==> src/rtl/ram32x4_arbiter_if.sv <==
// Bus bundle between the RAM arbiter and its surroundings: two single-word
// requesters (A, B), the bulk-clear request, and the single-port RAM itself.
// The slave modport is the arbiter's view. The master modport is the
// environment's view: requesters, clear source and the RAM.
interface ram32x4_arbiter_if #(
  parameter int ADDR_W = 5,
  parameter int DATA_W = 4
);
  // Requester A
  logic              a_req;
  logic              a_we;
  logic [ADDR_W-1:0] a_addr;
  logic [DATA_W-1:0] a_wdata;
  logic              a_done;
  logic [DATA_W-1:0] a_rdata;

  // Requester B
  logic              b_req;
  logic              b_we;
  logic [ADDR_W-1:0] b_addr;
  logic [DATA_W-1:0] b_wdata;
  logic              b_done;
  logic [DATA_W-1:0] b_rdata;

  // Bulk clear
  logic              clr_req;
  logic              clr_busy;
  logic              clr_done;

  // RAM side
  logic [ADDR_W-1:0] ram_address;
  logic [DATA_W-1:0] ram_data;
  logic              ram_wren;
  logic [DATA_W-1:0] ram_q;

  modport slave (
    input  a_req, a_we, a_addr, a_wdata,
    output a_done, a_rdata,
    input  b_req, b_we, b_addr, b_wdata,
    output b_done, b_rdata,
    input  clr_req,
    output clr_busy, clr_done,
    output ram_address, ram_data, ram_wren,
    input  ram_q
  );

  modport master (
    output a_req, a_we, a_addr, a_wdata,
    input  a_done, a_rdata,
    output b_req, b_we, b_addr, b_wdata,
    input  b_done, b_rdata,
    output clr_req,
    input  clr_busy, clr_done,
    input  ram_address, ram_data, ram_wren,
    output ram_q
  );
endinterface

==> src/rtl/ram32x4_arbiter.sv <==
// Shares one single-port synchronous RAM between requesters A and B and a
// bulk-clear engine. A and B each get one word per transaction through a
// level req / pulsed done handshake. Ties go to whichever requester was not
// served last. A clear walks every address writing zero and always beats A/B.
// All outputs come straight from registers.
module ram32x4_arbiter #(
  parameter int ADDR_W = 5,
  parameter int DATA_W = 4,
  parameter int DEPTH  = 32
) (
  input logic              clock,
  input logic              resetn,
  ram32x4_arbiter_if.slave bus
);

  localparam logic [2:0] S_IDLE   = 3'd0;
  localparam logic [2:0] S_ACCESS = 3'd1;
  localparam logic [2:0] S_RESP   = 3'd2;
  localparam logic [2:0] S_CLEAR  = 3'd3;
  localparam logic [2:0] S_DONE   = 3'd4;

  localparam logic [1:0] OWN_A   = 2'd0;
  localparam logic [1:0] OWN_B   = 2'd1;
  localparam logic [1:0] OWN_CLR = 2'd2;

  localparam logic LAST_A = 1'b0;
  localparam logic LAST_B = 1'b1;

  localparam logic [ADDR_W-1:0] LAST_ADDR = ADDR_W'(DEPTH - 1);

  logic [2:0]        state_q, state_d;
  logic [1:0]        owner_q, owner_d;
  logic              last_q, last_d;
  logic              we_q, we_d;
  logic [ADDR_W-1:0] cnt_q, cnt_d;
  logic [ADDR_W-1:0] ram_address_q, ram_address_d;
  logic [DATA_W-1:0] ram_data_q, ram_data_d;
  logic              ram_wren_q, ram_wren_d;
  logic              a_done_q, a_done_d;
  logic              b_done_q, b_done_d;
  logic              clr_done_q, clr_done_d;
  logic              clr_busy_q, clr_busy_d;
  logic [DATA_W-1:0] a_rdata_q, a_rdata_d;
  logic [DATA_W-1:0] b_rdata_q, b_rdata_d;

  // B wins when it is the only requester, or on a tie when A was served last
  logic grant_b;
  assign grant_b = bus.b_req && (!bus.a_req || (last_q == LAST_A));

  // Next-state and next-output logic. Pulses and write enable default low,
  // everything else holds.
  always_comb begin
    state_d       = state_q;
    owner_d       = owner_q;
    last_d        = last_q;
    we_d          = we_q;
    cnt_d         = cnt_q;
    ram_address_d = ram_address_q;
    ram_data_d    = ram_data_q;
    ram_wren_d    = 1'b0;
    a_done_d      = 1'b0;
    b_done_d      = 1'b0;
    clr_done_d    = 1'b0;
    clr_busy_d    = 1'b0;
    a_rdata_d     = a_rdata_q;
    b_rdata_d     = b_rdata_q;

    case (state_q)
      S_IDLE: begin
        if (bus.clr_req) begin
          state_d       = S_CLEAR;
          owner_d       = OWN_CLR;
          cnt_d         = '0;
          ram_address_d = '0;
          ram_data_d    = '0;
          ram_wren_d    = 1'b1;
          clr_busy_d    = 1'b1;
        end else if (bus.a_req || bus.b_req) begin
          state_d       = S_ACCESS;
          owner_d       = grant_b ? OWN_B : OWN_A;
          last_d        = grant_b ? LAST_B : LAST_A;
          we_d          = grant_b ? bus.b_we : bus.a_we;
          ram_address_d = grant_b ? bus.b_addr : bus.a_addr;
          ram_data_d    = grant_b ? bus.b_wdata : bus.a_wdata;
          ram_wren_d    = grant_b ? bus.b_we : bus.a_we;
        end
      end
      S_ACCESS: begin
        // RAM has sampled address/data at the edge ending this cycle
        state_d = S_RESP;
      end
      S_RESP: begin
        // ram_q now reflects the address registered one edge ago
        if (!we_q) begin
          if (owner_q == OWN_A) a_rdata_d = bus.ram_q;
          else                  b_rdata_d = bus.ram_q;
        end
        a_done_d = (owner_q == OWN_A);
        b_done_d = (owner_q == OWN_B);
        state_d  = S_DONE;
      end
      S_CLEAR: begin
        if (cnt_q == LAST_ADDR) begin
          // Counter parks on the last address rather than wrapping
          state_d    = S_DONE;
          clr_done_d = 1'b1;
        end else begin
          cnt_d         = cnt_q + ADDR_W'(1);
          ram_address_d = cnt_q + ADDR_W'(1);
          ram_data_d    = '0;
          ram_wren_d    = 1'b1;
          clr_busy_d    = 1'b1;
        end
      end
      S_DONE: begin
        state_d = S_IDLE;
      end
      default: begin
        state_d = S_IDLE;
      end
    endcase
  end

  // State and output registers; reset kills any in-flight write at once
  always_ff @(posedge clock or negedge resetn) begin
    if (!resetn) begin
      state_q       <= S_IDLE;
      owner_q       <= OWN_A;
      last_q        <= LAST_B;
      we_q          <= 1'b0;
      cnt_q         <= '0;
      ram_address_q <= '0;
      ram_data_q    <= '0;
      ram_wren_q    <= 1'b0;
      a_done_q      <= 1'b0;
      b_done_q      <= 1'b0;
      clr_done_q    <= 1'b0;
      clr_busy_q    <= 1'b0;
      a_rdata_q     <= '0;
      b_rdata_q     <= '0;
    end else begin
      state_q       <= state_d;
      owner_q       <= owner_d;
      last_q        <= last_d;
      we_q          <= we_d;
      cnt_q         <= cnt_d;
      ram_address_q <= ram_address_d;
      ram_data_q    <= ram_data_d;
      ram_wren_q    <= ram_wren_d;
      a_done_q      <= a_done_d;
      b_done_q      <= b_done_d;
      clr_done_q    <= clr_done_d;
      clr_busy_q    <= clr_busy_d;
      a_rdata_q     <= a_rdata_d;
      b_rdata_q     <= b_rdata_d;
    end
  end

  assign bus.ram_address = ram_address_q;
  assign bus.ram_data    = ram_data_q;
  assign bus.ram_wren    = ram_wren_q;
  assign bus.a_done      = a_done_q;
  assign bus.b_done      = b_done_q;
  assign bus.clr_done    = clr_done_q;
  assign bus.clr_busy    = clr_busy_q;
  assign bus.a_rdata     = a_rdata_q;
  assign bus.b_rdata     = b_rdata_q;

endmodule

==> src/flat_wrapper.sv <==
// flat-port wrapper written by rule: the top's interface ports become plain ports
module ram32x4_arbiter_flat 
#(
  parameter int ADDR_W = 5,
  parameter int DATA_W = 4,
  parameter int DEPTH  = 32
)
  (clock, resetn, bus_a_req, bus_a_we, bus_a_addr, bus_a_wdata, bus_a_done, bus_a_rdata, bus_b_req, bus_b_we, bus_b_addr, bus_b_wdata, bus_b_done, bus_b_rdata, bus_clr_req, bus_clr_busy, bus_clr_done, bus_ram_address, bus_ram_data, bus_ram_wren, bus_ram_q);
  ram32x4_arbiter_if #(.ADDR_W(ADDR_W), .DATA_W(DATA_W)) bus_i ();
  input logic clock;
  input logic resetn;
  input wire logic [$bits(bus_i.a_req)-1:0] bus_a_req;
  input wire logic [$bits(bus_i.a_we)-1:0] bus_a_we;
  input wire logic [$bits(bus_i.a_addr)-1:0] bus_a_addr;
  input wire logic [$bits(bus_i.a_wdata)-1:0] bus_a_wdata;
  output wire logic [$bits(bus_i.a_done)-1:0] bus_a_done;
  output wire logic [$bits(bus_i.a_rdata)-1:0] bus_a_rdata;
  input wire logic [$bits(bus_i.b_req)-1:0] bus_b_req;
  input wire logic [$bits(bus_i.b_we)-1:0] bus_b_we;
  input wire logic [$bits(bus_i.b_addr)-1:0] bus_b_addr;
  input wire logic [$bits(bus_i.b_wdata)-1:0] bus_b_wdata;
  output wire logic [$bits(bus_i.b_done)-1:0] bus_b_done;
  output wire logic [$bits(bus_i.b_rdata)-1:0] bus_b_rdata;
  input wire logic [$bits(bus_i.clr_req)-1:0] bus_clr_req;
  output wire logic [$bits(bus_i.clr_busy)-1:0] bus_clr_busy;
  output wire logic [$bits(bus_i.clr_done)-1:0] bus_clr_done;
  output wire logic [$bits(bus_i.ram_address)-1:0] bus_ram_address;
  output wire logic [$bits(bus_i.ram_data)-1:0] bus_ram_data;
  output wire logic [$bits(bus_i.ram_wren)-1:0] bus_ram_wren;
  input wire logic [$bits(bus_i.ram_q)-1:0] bus_ram_q;
  assign bus_i.a_req = bus_a_req;
  assign bus_i.a_we = bus_a_we;
  assign bus_i.a_addr = bus_a_addr;
  assign bus_i.a_wdata = bus_a_wdata;
  assign bus_a_done = bus_i.a_done;
  assign bus_a_rdata = bus_i.a_rdata;
  assign bus_i.b_req = bus_b_req;
  assign bus_i.b_we = bus_b_we;
  assign bus_i.b_addr = bus_b_addr;
  assign bus_i.b_wdata = bus_b_wdata;
  assign bus_b_done = bus_i.b_done;
  assign bus_b_rdata = bus_i.b_rdata;
  assign bus_i.clr_req = bus_clr_req;
  assign bus_clr_busy = bus_i.clr_busy;
  assign bus_clr_done = bus_i.clr_done;
  assign bus_ram_address = bus_i.ram_address;
  assign bus_ram_data = bus_i.ram_data;
  assign bus_ram_wren = bus_i.ram_wren;
  assign bus_i.ram_q = bus_ram_q;
  ram32x4_arbiter #(.ADDR_W(ADDR_W), .DATA_W(DATA_W), .DEPTH(DEPTH)) u_core (.clock(clock), .resetn(resetn), .bus(bus_i));
endmodule
==> config.mk <==
export PLATFORM = sky130hd
export DESIGN_NAME = ram32x4_arbiter_flat
export DESIGN_NICKNAME = d
export VERILOG_FILES = /design/src/rtl/ram32x4_arbiter_if.sv /design/src/rtl/ram32x4_arbiter.sv /design/src/flat_wrapper.sv
export SDC_FILE = /design/constraint.sdc
export NUM_CORES = 1
export LEC_CHECK = 0
export ABC_AREA = 1
export BUFFER_PORTS_ARGS = -buffer_cell sky130_fd_sc_hd__buf_4
export CAP_MARGIN = 15
export CORE_ASPECT_RATIO = 0.75
export CORE_UTILIZATION = 25
export CTS_CLUSTER_DIAMETER = 120
export DETAILED_ROUTE_END_ITERATION = 8
export GPL_ROUTABILITY_DRIVEN = 0
export PLACE_DENSITY = 0.44
export SLEW_MARGIN = 40
export SYNTH_ARGS = -nofsm -noshare
export SYNTH_HDL_FRONTEND = slang
export SYNTH_SLANG_ARGS = --single-unit
==> constraint.sdc <==
create_clock -name clock -period 3.8 [get_ports clock]
set_clock_uncertainty 0.1 [all_clocks]
set_input_delay 0.57 -clock clock [delete_from_list [all_inputs] [get_ports clock]]
set_output_delay 0.57 -clock clock [all_outputs]
set_load 0.005 [all_outputs]
== After elaboration in Yosys (flattened, before gate mapping) ==
Cells that the tools add are included.

* Register bits after elaboration: 34
* Input port bits: 29
* Logic and storage cells: 74
* Output and inout bits: 22

* Bitwise gates (word level): 4
* Eq/ne operators: 9
* Add/sub/neg operators: 1
* Multiplexer cells: 31
* Reductions and logical operators: 15

{| class="wikitable"
|+ Operator list
! operator !! count
|-
| two-way mux 5 bit || 5
|-
| one-hot mux 5 bit (2 select lines) || 2
|-
| two-way mux 4 bit || 4
|-
| AND reduction 3 bit || 5
|-
| one-hot mux 3 bit (4 select lines) || 1
|-
| two-way mux 1 bit || 11
|-
| two-way mux 3 bit || 3
|-
| one-hot mux 4 bit (2 select lines) || 1
|-
| == test 3 x 2 -> 1 bit (second input constant) || 2
|-
| adder 5 x 1 -> 5 bit (second input constant) || 1
|-
| == test 5 bit (second input constant) || 1
|-
| two-way mux 2 bit || 2
|-
| inequality test 2 bit (second input constant) || 2
|-
| inverter 1 bit || 4
|-
| one-hot mux 1 bit (2 select lines) || 2
|-
| AND reduction 2 bit || 2
|-
| nonzero test 2 bit || 2
|-
| == test 3 x 1 -> 1 bit (second input constant) || 1
|-
| logical NOT 3 bit || 1
|-
| inequality test 3 x 2 -> 1 bit (second input constant) || 1
|-
| == test 2 x 1 -> 1 bit (second input constant) || 1
|-
| logical NOT 2 bit || 1
|-
| logical OR 1 bit || 2
|-
| inequality test 2 x 1 -> 1 bit (second input constant) || 1
|-
| 2 further kinds || 2
|}

== Logic depth before layout (Yosys ltp) ==
Gate-level depths: netlist of run 1.

* Word-level depth: 7
* Mapped depth: 10

== Worst setup path after synthesis of run 1 ==
Ideal clock, no wire load.

* Path type: register to register
* Start: register u_core.cnt_q[0]
* End: register u_core.cnt_q[0]
* Stages on the path, launching flop included: 11
* Arrival: 1.307 ns
* Path slack: 2.271 ns
* Buffers on the path: 0
* Path through: dfrtp_1 ha_1 nand2_1 nor2_1 ha_1 inv_1 nand2_4 nand2_1 inv_2 nand2_1 o21ai_1

* Longest elaborated chain between the ends: 3

{| class="wikitable"
|+ RTL lines
! element !! line !! text
|-
| start, declared || ram32x4_arbiter.sv:35 || <nowiki>logic [ADDR_W-1:0] cnt_q, cnt_d;</nowiki>
|-
| start signal, assigned || ram32x4_arbiter.sv:146 || <nowiki>cnt_q <= cnt_d;</nowiki>
|-
| adder 5 x 1 -> 5 bit or == test 5 bit (tied branches) || ram32x4_arbiter.sv:108, ram32x4_arbiter.sv:103 ||
|-
| two-way mux 5 bit or inequality test 2 bit (tied branches) || - ||
|-
| one-hot mux 5 bit (2 select lines) or AND reduction 3 bit (tied branches) || - ||
|}

Parallel ways exist; a longest one is shown, timed or not. The select of a mux whose other input is x is not followed.
A chain may end at the register's enable or synchronous reset.

== Worst setup path in the final report of run 1 ==
* Start: register u_core.last_q
* End: register u_core.ram_data_q[2], in the netlist u_core.bus.ram_data[2]

* Longest elaborated chain between the ends: 7

{| class="wikitable"
|+ RTL lines
! element !! line !! text
|-
| start, declared || ram32x4_arbiter.sv:33 || <nowiki>logic last_q, last_d;</nowiki>
|-
| start signal, assigned || ram32x4_arbiter.sv:144 || <nowiki>last_q <= last_d;</nowiki>
|-
| inverter 1 bit || ram32x4_arbiter.sv:48 || <nowiki>assign grant_b = bus.b_req && (!bus.a_req || (last_q == LAST_A));</nowiki>
|-
| logical OR 1 bit || ram32x4_arbiter.sv:48 ||
|-
| logical AND 1 bit || ram32x4_arbiter.sv:48 ||
|-
| two-way mux 4 bit || ram32x4_arbiter.sv:84 || <nowiki>ram_data_d = grant_b ? bus.b_wdata : bus.a_wdata;</nowiki>
|-
| two-way mux 4 bit || ram32x4_arbiter.sv:78 || <nowiki>end else if (bus.a_req || bus.b_req) begin</nowiki>
|-
| two-way mux 4 bit || ram32x4_arbiter.sv:70 || <nowiki>if (bus.clr_req) begin</nowiki>
|-
| one-hot mux 4 bit (2 select lines) || ram32x4_arbiter.sv:68 || <nowiki>case (state_q)</nowiki>
|-
| end signal, assigned || ram32x4_arbiter.sv:148 || <nowiki>ram_data_q <= ram_data_d;</nowiki>
|-
| end, declared || ram32x4_arbiter.sv:37 || <nowiki>logic [DATA_W-1:0] ram_data_q, ram_data_d;</nowiki>
|}

No other way between the ends. The select of a mux whose other input is x is not followed.

==> impl_metrics.tcl, run 1 <==
set metrics [dict create \
    hpwl_um 3120 \
    cts-resized-gates 0 \
    final_antenna_net_count 0 \
    tritoncts "done" \
    grt_pass1_vias 1283 \
    critPathLaunchType "flip-flop" \
    n_antenna_cell 0 \
    rsz0062_at_grt "false" \
    initial_core_util_pct 26.7 \
    grt_max_degree 35 \
    placed_area_um2 2060 \
    reg2reg_from "u_core.last_q" \
    cellLeakagePower_nw 1.19 \
    netlist_area_um2 1610 \
    rows 24 \
    synth_warnings 0 \
    numCtsBuffers 5 \
    htreeDepth 2 \
    cp.required_ns 3.89 \
    p_per_area_nw_per_um2 697 \
    io_pins 51 \
    drcViolationCount 0 \
    tightest_slew_ns 0.428 \
    viasPerCell 4.16 \
    setup_viol 0 \
    clk_pin_slew_ns 0.08 \
    cts-root-buf "clkbuf_8" \
    hold_viol_final 0 \
    grt_overflow 0 \
    fp.dieH_um 71.4 \
    drive_gt1_share_pct 27.8 \
    slew_headroom_pct 71.4 \
    fin_crit_sh_pct 47.2 \
    cts_setup_buffers 0 \
    synth_cells 199 \
    drtPass1Iterations 5 \
    reg2regPathDepth 6 \
    crit_type "reg -> reg" \
    io_buffers 50 \
    cts_hold_buffers 0 \
    r2r_end "u_core.bus.ram_data[2]" \
    timing.final.crit_period_ns 1.80 \
    synth_area_per_cell_um2 8.07 \
    wl_per_cell_um 12.1 \
    final_cell_area_um2 2200 \
    vias 1386 \
    hold-worst-slack_ns 0.107 \
    hp-class "in -> async" \
    ir_worst_vdd_uv 330 \
    ys_seq_elements 34 \
    arrival_ns 1.88 \
    drt_iter0_drc 60 \
    wl_um 4040 \
    cts_sinks 34 \
    nets 285 \
    crit_path_end_kind "flip-flop" \
    ff2ff_setup_slack_ns 2.00 \
    antenna_found_initial 0 \
    grt_pass1_wl_um 6440 \
    drv_slew 0 \
    syn_nets 230 \
    worstPathMaxFanout 11 \
    max_freq_mhz 557 \
    dieWidth_um 94.5 \
    coreArea_um2 6010 \
    die_area_um2 6750 \
    outcome "complete, no violations" \
    cts_buffer_depth 2 \
    ys_types 22 \
    synth_seq_area_share_pct 53.1 \
    syn2layout_area_growth_pct 37.0 \
    setup_tns_ns 0 \
    worstSkewPairLatency_ns 0.29 \
    grtUsageTotal_pct 13.0 \
    cap_viol_max_count 0 \
]
==> per-stage QoR <==
stage | cells | total power, mW | setup WS [ns] | utilization [%]
2_1_floorplan | 199 | 0.898 | 2.27 | -
3_3_place_gp | 325 | 1.15 | 1.88 | 34.3
3_5_place_dp | 325 | 1.14 | 1.86 | 34.3
4_1_cts | 333 | 1.56 | 1.98 | 36.6
5_1_grt | 333 | 1.66 | 1.80 | 36.6
6_report | 333 | 1.53 | 2.00 | 36.6
==> Yosys cell counts <==
master     n  area share (%)
buf_2      1            0.31
nor2_1    18             4.2
o31ai_1    1            0.47
inv_1     21             4.9
dfstp_2    1             1.6
or2_2      4             1.6
ha_1       2             1.6
buf_6      1            0.70
nand3b_1   6             2.8
nand2_1   69              16
dfrtp_1   33              51
inv_2      3            0.70
nand3_1   13             4.1
nor3_2     1            0.62
nand2_2    2            0.78
o21ai_0   12             3.7
nor3_1     2            0.62
nand2_4    1            0.70
nand4_1    1            0.39
or2_0      1            0.39
nor2_4     1            0.70
o21ai_1    5             1.6
==> per-layer routing <==
metal / global-route usage, % / part of all wire (%) / vias up
met5: 0 / 0 / -
met4: 3.54 / 0.67 / 0
met3: 4.99 / 7.5 / 4
met2: 16.8 / 39 / 35
met1: 19.7 / 52 / 614
li1: - / - / 733
==> critical path: stages (launching register included) <==
cell,delay (ns)
dfstp_2,0.53
nand2_1,0.14
nand2_1,0.32
inv_1,0.16
or2_2,0.30
nand3_1,0.09
nand2_1,0.05
==> registers in the layout, indices dropped and copies added (netlist names), 2 cells and up <==
register                count
u_core.bus.ram_address      5
u_core.owner_q              2
u_core.bus.b_rdata          4
u_core.cnt_q                5
u_core.bus.a_rdata          4
u_core.state_q              3
u_core.bus.ram_data         4
==> kinds of logic (layout without fill, tap and decap cells) <==
| family | after synthesis | after routing | synth area share (%) |
|---|---|---|---|
| DFF | 34 | 34 | 53.1 |
| and+or+nand+nor | 119 | 119 | 33.0 |
| adders and majority gates | 2 | 2 | 1.56 |
| AOI/OAI and AO/OA | 18 | 18 | 5.77 |
| buffers and inverters | 26 | 82 | 6.62 |
==> worst max-delay path by stage <==
stage                     from                      to  slack (ns)  cells past startpoint
2_1_floorplan  u_core.cnt_q[0]         u_core.cnt_q[0]        2.27                     10
3_3_place_gp         bus_a_req     u_core.bus.ram_wren        1.88                      8
3_5_place_dp         bus_a_req  u_core.bus.ram_data[2]        1.86                      7
4_1_cts        u_core.cnt_q[0]  u_core.bus.ram_data[3]        1.98                     10
5_1_grt          u_core.last_q  u_core.bus.ram_data[2]        1.80                      6
6_report         u_core.last_q  u_core.bus.ram_data[2]        2.00                      6
==> placed cells by master (no fill, tap or decap), drive strengths merged <==
master | Yosys | routed
or2 | 5 | 5
clkinv | 0 | 1
o31ai | 1 | 1
nand3 | 13 | 13
o21ai | 17 | 17
nand3b | 6 | 6
nor3 | 3 | 3
nor2 | 19 | 19
dfstp | 1 | 1
nand2 | 72 | 72
ha | 2 | 2
dfrtp | 33 | 33
nand4 | 1 | 1
inv | 24 | 24
buf | 2 | 50
bufinv | 0 | 2
clkbuf | 0 | 5
==> report_power, final <==
| group | total [mW] | switching [mW] | internal, mW | leakage, nW |
|---|---|---|---|---|
| Clock | 0.405 | 0.142 | 0.263 | 0.0683 |
| Combinational | 0.536 | 0.299 | 0.237 | 0.688 |
| Sequential | 0.592 | 0.0924 | 0.500 | 0.437 |
==> area by class of cell <==
| cell class | count | area (um2) |
|---|---|---|
| clock buffer | 5 | 68.8 |
| clock inverter | 3 | 68.8 |
| fill | 636 | 3810 |
| inverter | 24 | 90.1 |
| multi-input combinational | 139 | 647 |
| sequential | 34 | 852 |
| tap | 78 | 97.6 |
| timing repair buffer | 50 | 375 |
(Power assumes the default switching activity.)
==> run 2, diff against run 1 <==
ABC_AREA = 0   (was 1)
PLACE_DENSITY = 0.46   (was 0.44)
clock period = 1.6 ns   (was 3.8 ns; I/O delays follow)
==> run 2 against run 1 <==
Effect of this change: the run now ends with negative setup slack left; synthesized cell count decreased by 32%; worst setup slack worse by 2.2 ns; non-clock buffer count increased by 27; via count fell by 1.9%; critical path type unchanged; final cell count fell by 11%.
==> impl_metrics.tcl, run 2 <==
set metrics [dict create \
    numCtsBuffers 5 \
    crit_path_end_kind "flip-flop" \
    mostFrequentLayoutCell "buf_4" \
    io_pins 51 \
    fp.dieH_um 70.7 \
    coreArea_um2 5950 \
    synth_seq_area_share_pct 54.2 \
    grt_pass1_vias 1417 \
    nets 247 \
    rows 24 \
    worstSkewPairLatency_ns 0.29 \
    ys_async_sr_fraction_pct 100 \
    synth_area_per_cell_um2 11.6 \
    path_delay_family "simple AND/OR/NAND/NOR gates" \
    max_stage_delay_ns 0.40 \
    tightest_slew_ns 0.452 \
    drv_slew 0 \
    n_antenna_cell 0 \
    dieWidth_um 93.6 \
    yosys.area.top_type_share_pct 52.5 \
    vias 1359 \
    antenna_found_initial 0 \
    grt_util_met1_pct 17.0 \
    crit_start "u_core.cnt_q[1]" \
    crit_chain "ha_2, and3_4, ha_4, and4bb_4, a21oi_4, mux2_4" \
    drt_iter0_drc 35 \
    initial_core_util_pct 26.5 \
    cts_sinks 34 \
    ys_top_cells_by_count "dfrtp_1, nand2_1, mux2_2" \
    power.internal_mw 3.17 \
    switching_share_pct 32.4 \
    setup_viol 15 \
    netlist_area_um2 1570 \
    final_antenna_net_count 0 \
    drcViolationCount 0 \
    critPathBufInv 0 \
    synthFlopType "dfrtp_1" \
    ys_types 39 \
    synth_edf_count 0 \
    multi_input_area_um2 816 \
    wl_um 4020 \
    wl_per_cell_um 13.6 \
    power_frac_comb_pct 48.2 \
    slew_headroom_pct 69.9 \
    ff2ff_setup_slack_ns -0.18 \
    arrival_ns 1.85 \
    reg2regPathDepth 6 \
    final_cell_mix "buf_4, dfrtp_1, nand2_1" \
    r2r_end "u_core.cnt_q[0]" \
    synth_warnings 0 \
    critPathLaunchType "flip-flop" \
    clk_pin_slew_ns 0.07 \
    grt.met3_usage_pct 3.33 \
    io_buffers 50 \
    htreeDepth 2 \
    endpoint "u_core.cnt_q[0]" \
    fin_crit_sh_pct 111 \
    pwr-share-clk_pct 20.9 \
    rsz0062_at_grt "true" \
    cp.required_ns 1.67 \
    max_freq_mhz 563 \
    viasPerCell 4.61 \
    violations "negative setup slack" \
    ys_seq_elements 34 \
    seq_power_share_pct 30.8 \
    slowest_stage "dfrtp_1" \
    p_per_area_nw_per_um2 1870 \
    outcome "finished, violations left" \
    timing.final.crit_period_ns 1.78 \
    fill_cells 582 \
    tritoncts "done" \
    worst_slack_ns -0.176 \
    grt_pass1_wl_um 6690 \
    hpwl_um 3010 \
    cts_buffer_depth 2 \
    synth.most_common_cell "dfrtp_1" \
    final_cell_area_um2 2510 \
    synth.top_cells.by_area "dfrtp_1, mux2_2, mux2i_1" \
    instances_no_fill 295 \
    crit_type "reg -> reg" \
    setup_tns_ns -1.33 \
    use_met2_pct 21.4 \
    placed_area_um2 2220 \
    cellLeakagePower_nw 1.16 \
    syn2layout_area_growth_pct 59.8 \
    syn_nets 167 \
    grt_overflow 0 \
    grtUsageTotal_pct 13.2 \
    ir_worst_vdd_uv 683 \
    path_depth 6 \
    reg2reg_from "u_core.cnt_q[1]" \
    synth_cells 136 \
    placed_cells 283 \
    seq_area_um2 852 \
    cts-root-buf "clkbuf_8" \
    die_area_um2 6620 \
    cap_viol_max_count 0 \
    synth_area_leader_cell "dfrtp_1" \
    drtPass1Iterations 4 \
    p_sw_mw 1.52 \
    grt_max_degree 35 \
    worstPathMaxFanout 5 \
    busiest_layer "met2" \
    drive_gt1_share_pct 53.9 \
    hold_viol_final 0 \
    hp-class "in -> reg" \
]
-- run 2: changes by cell type after synthesis, sizes merged, moves of 8 or more --
cell,before,now
o21ai,17,9
mux2,0,11
nand2,72,16
mux2i,0,8
nor2,19,7
inv,24,3
nand3,13,1
-- run 2: cells by family after synthesis --
kind of cell | synth area share, %
AOI/OAI and AO/OA | 12.8
xor gates and xnor gates | 1.11
adders and majority gates | 1.59
buffers and inverters | 3.18
DFF | 54.2
muxes | 13.0
and+or+nand+nor | 14.2
-- run 2: repair_timing --
action                                 4_1_cts  5_1_grt
resized for setup                           12       14
setup buffers                                1        1
hold buffers                                 1        0
gates cloned                                 0        1
pin swaps                                    2        4
endpoints found under the hold margin       33        0
setup endpoints to repair                   20       22
-- run 2: power groups by stage --
stage	sequential, mW	combinational, mW	clock [mW]
5_1_grt	1.50	2.46	1.05
4_1_cts	1.44	2.15	1.02
3_5_place_dp	1.46	1.95	0
6_report	1.45	2.26	0.983
3_3_place_gp	1.44	1.92	0
2_1_floorplan	1.47	0.989	0
-- run 2: routing by layer --
layer / part of all wire [%] / wire length [um]
met5: 0 / 0
met4: 1.7 / 67
met3: 2.7 / 109
met1: 48 / 1920
met2: 48 / 1920
-- run 2: area by class of cell --
type                       instances  area share, %
multi-input combinational         95           32.5
tap                               78           3.88
clock inverter                     2           2.39
timing repair buffer              77           23.5
sequential                        34           33.9
inverter                           3          0.548
clock buffer                       6           3.29
-- run 2: worst min-delay path by stage --
stage	startpoint	to	slack, ns	cells after the start
2_1_floorplan	resetn	u_core.bus.a_done	-0.16	0
3_3_place_gp	resetn	u_core.bus.ram_address[2]	0.12	1
3_5_place_dp	resetn	u_core.bus.ram_address[3]	0.12	1
4_1_cts	bus_a_req	u_core.last_q	0.03	2
5_1_grt	bus_a_req	u_core.last_q	0.05	2
6_report	bus_a_req	u_core.last_q	0.04	2
-- run 2: metrics by stage --
| stage | power, mW | hold slack, ns | utilization, % | worst slack [ns] |
|---|---|---|---|---|
| final | 4.70 | 0.0410 | 42.3 | -0.176 |
| after detailed placement | 3.41 | 0.121 | 37.4 | -0.210 |
| after floorplan | 2.46 | -0.156 | - | -0.178 |
| after global placement | 3.36 | 0.117 | 37.4 | -0.132 |
| after global routing | 5.01 | 0.0462 | 42.3 | -0.219 |
| after CTS | 4.61 | 0.0297 | 41.1 | -0.202 |
-- run 2: worst register-to-register path: cells and delay by family, from the launching register on --
family                   cells  cell delay, ns
multiplexers                 1            0.28
adder cells (fa/ha/maj)      2            0.34
flip-flops                   1            0.40
AND/OR/NAND/NOR              2            0.49
AO/OA/AOI/OAI                1            0.06
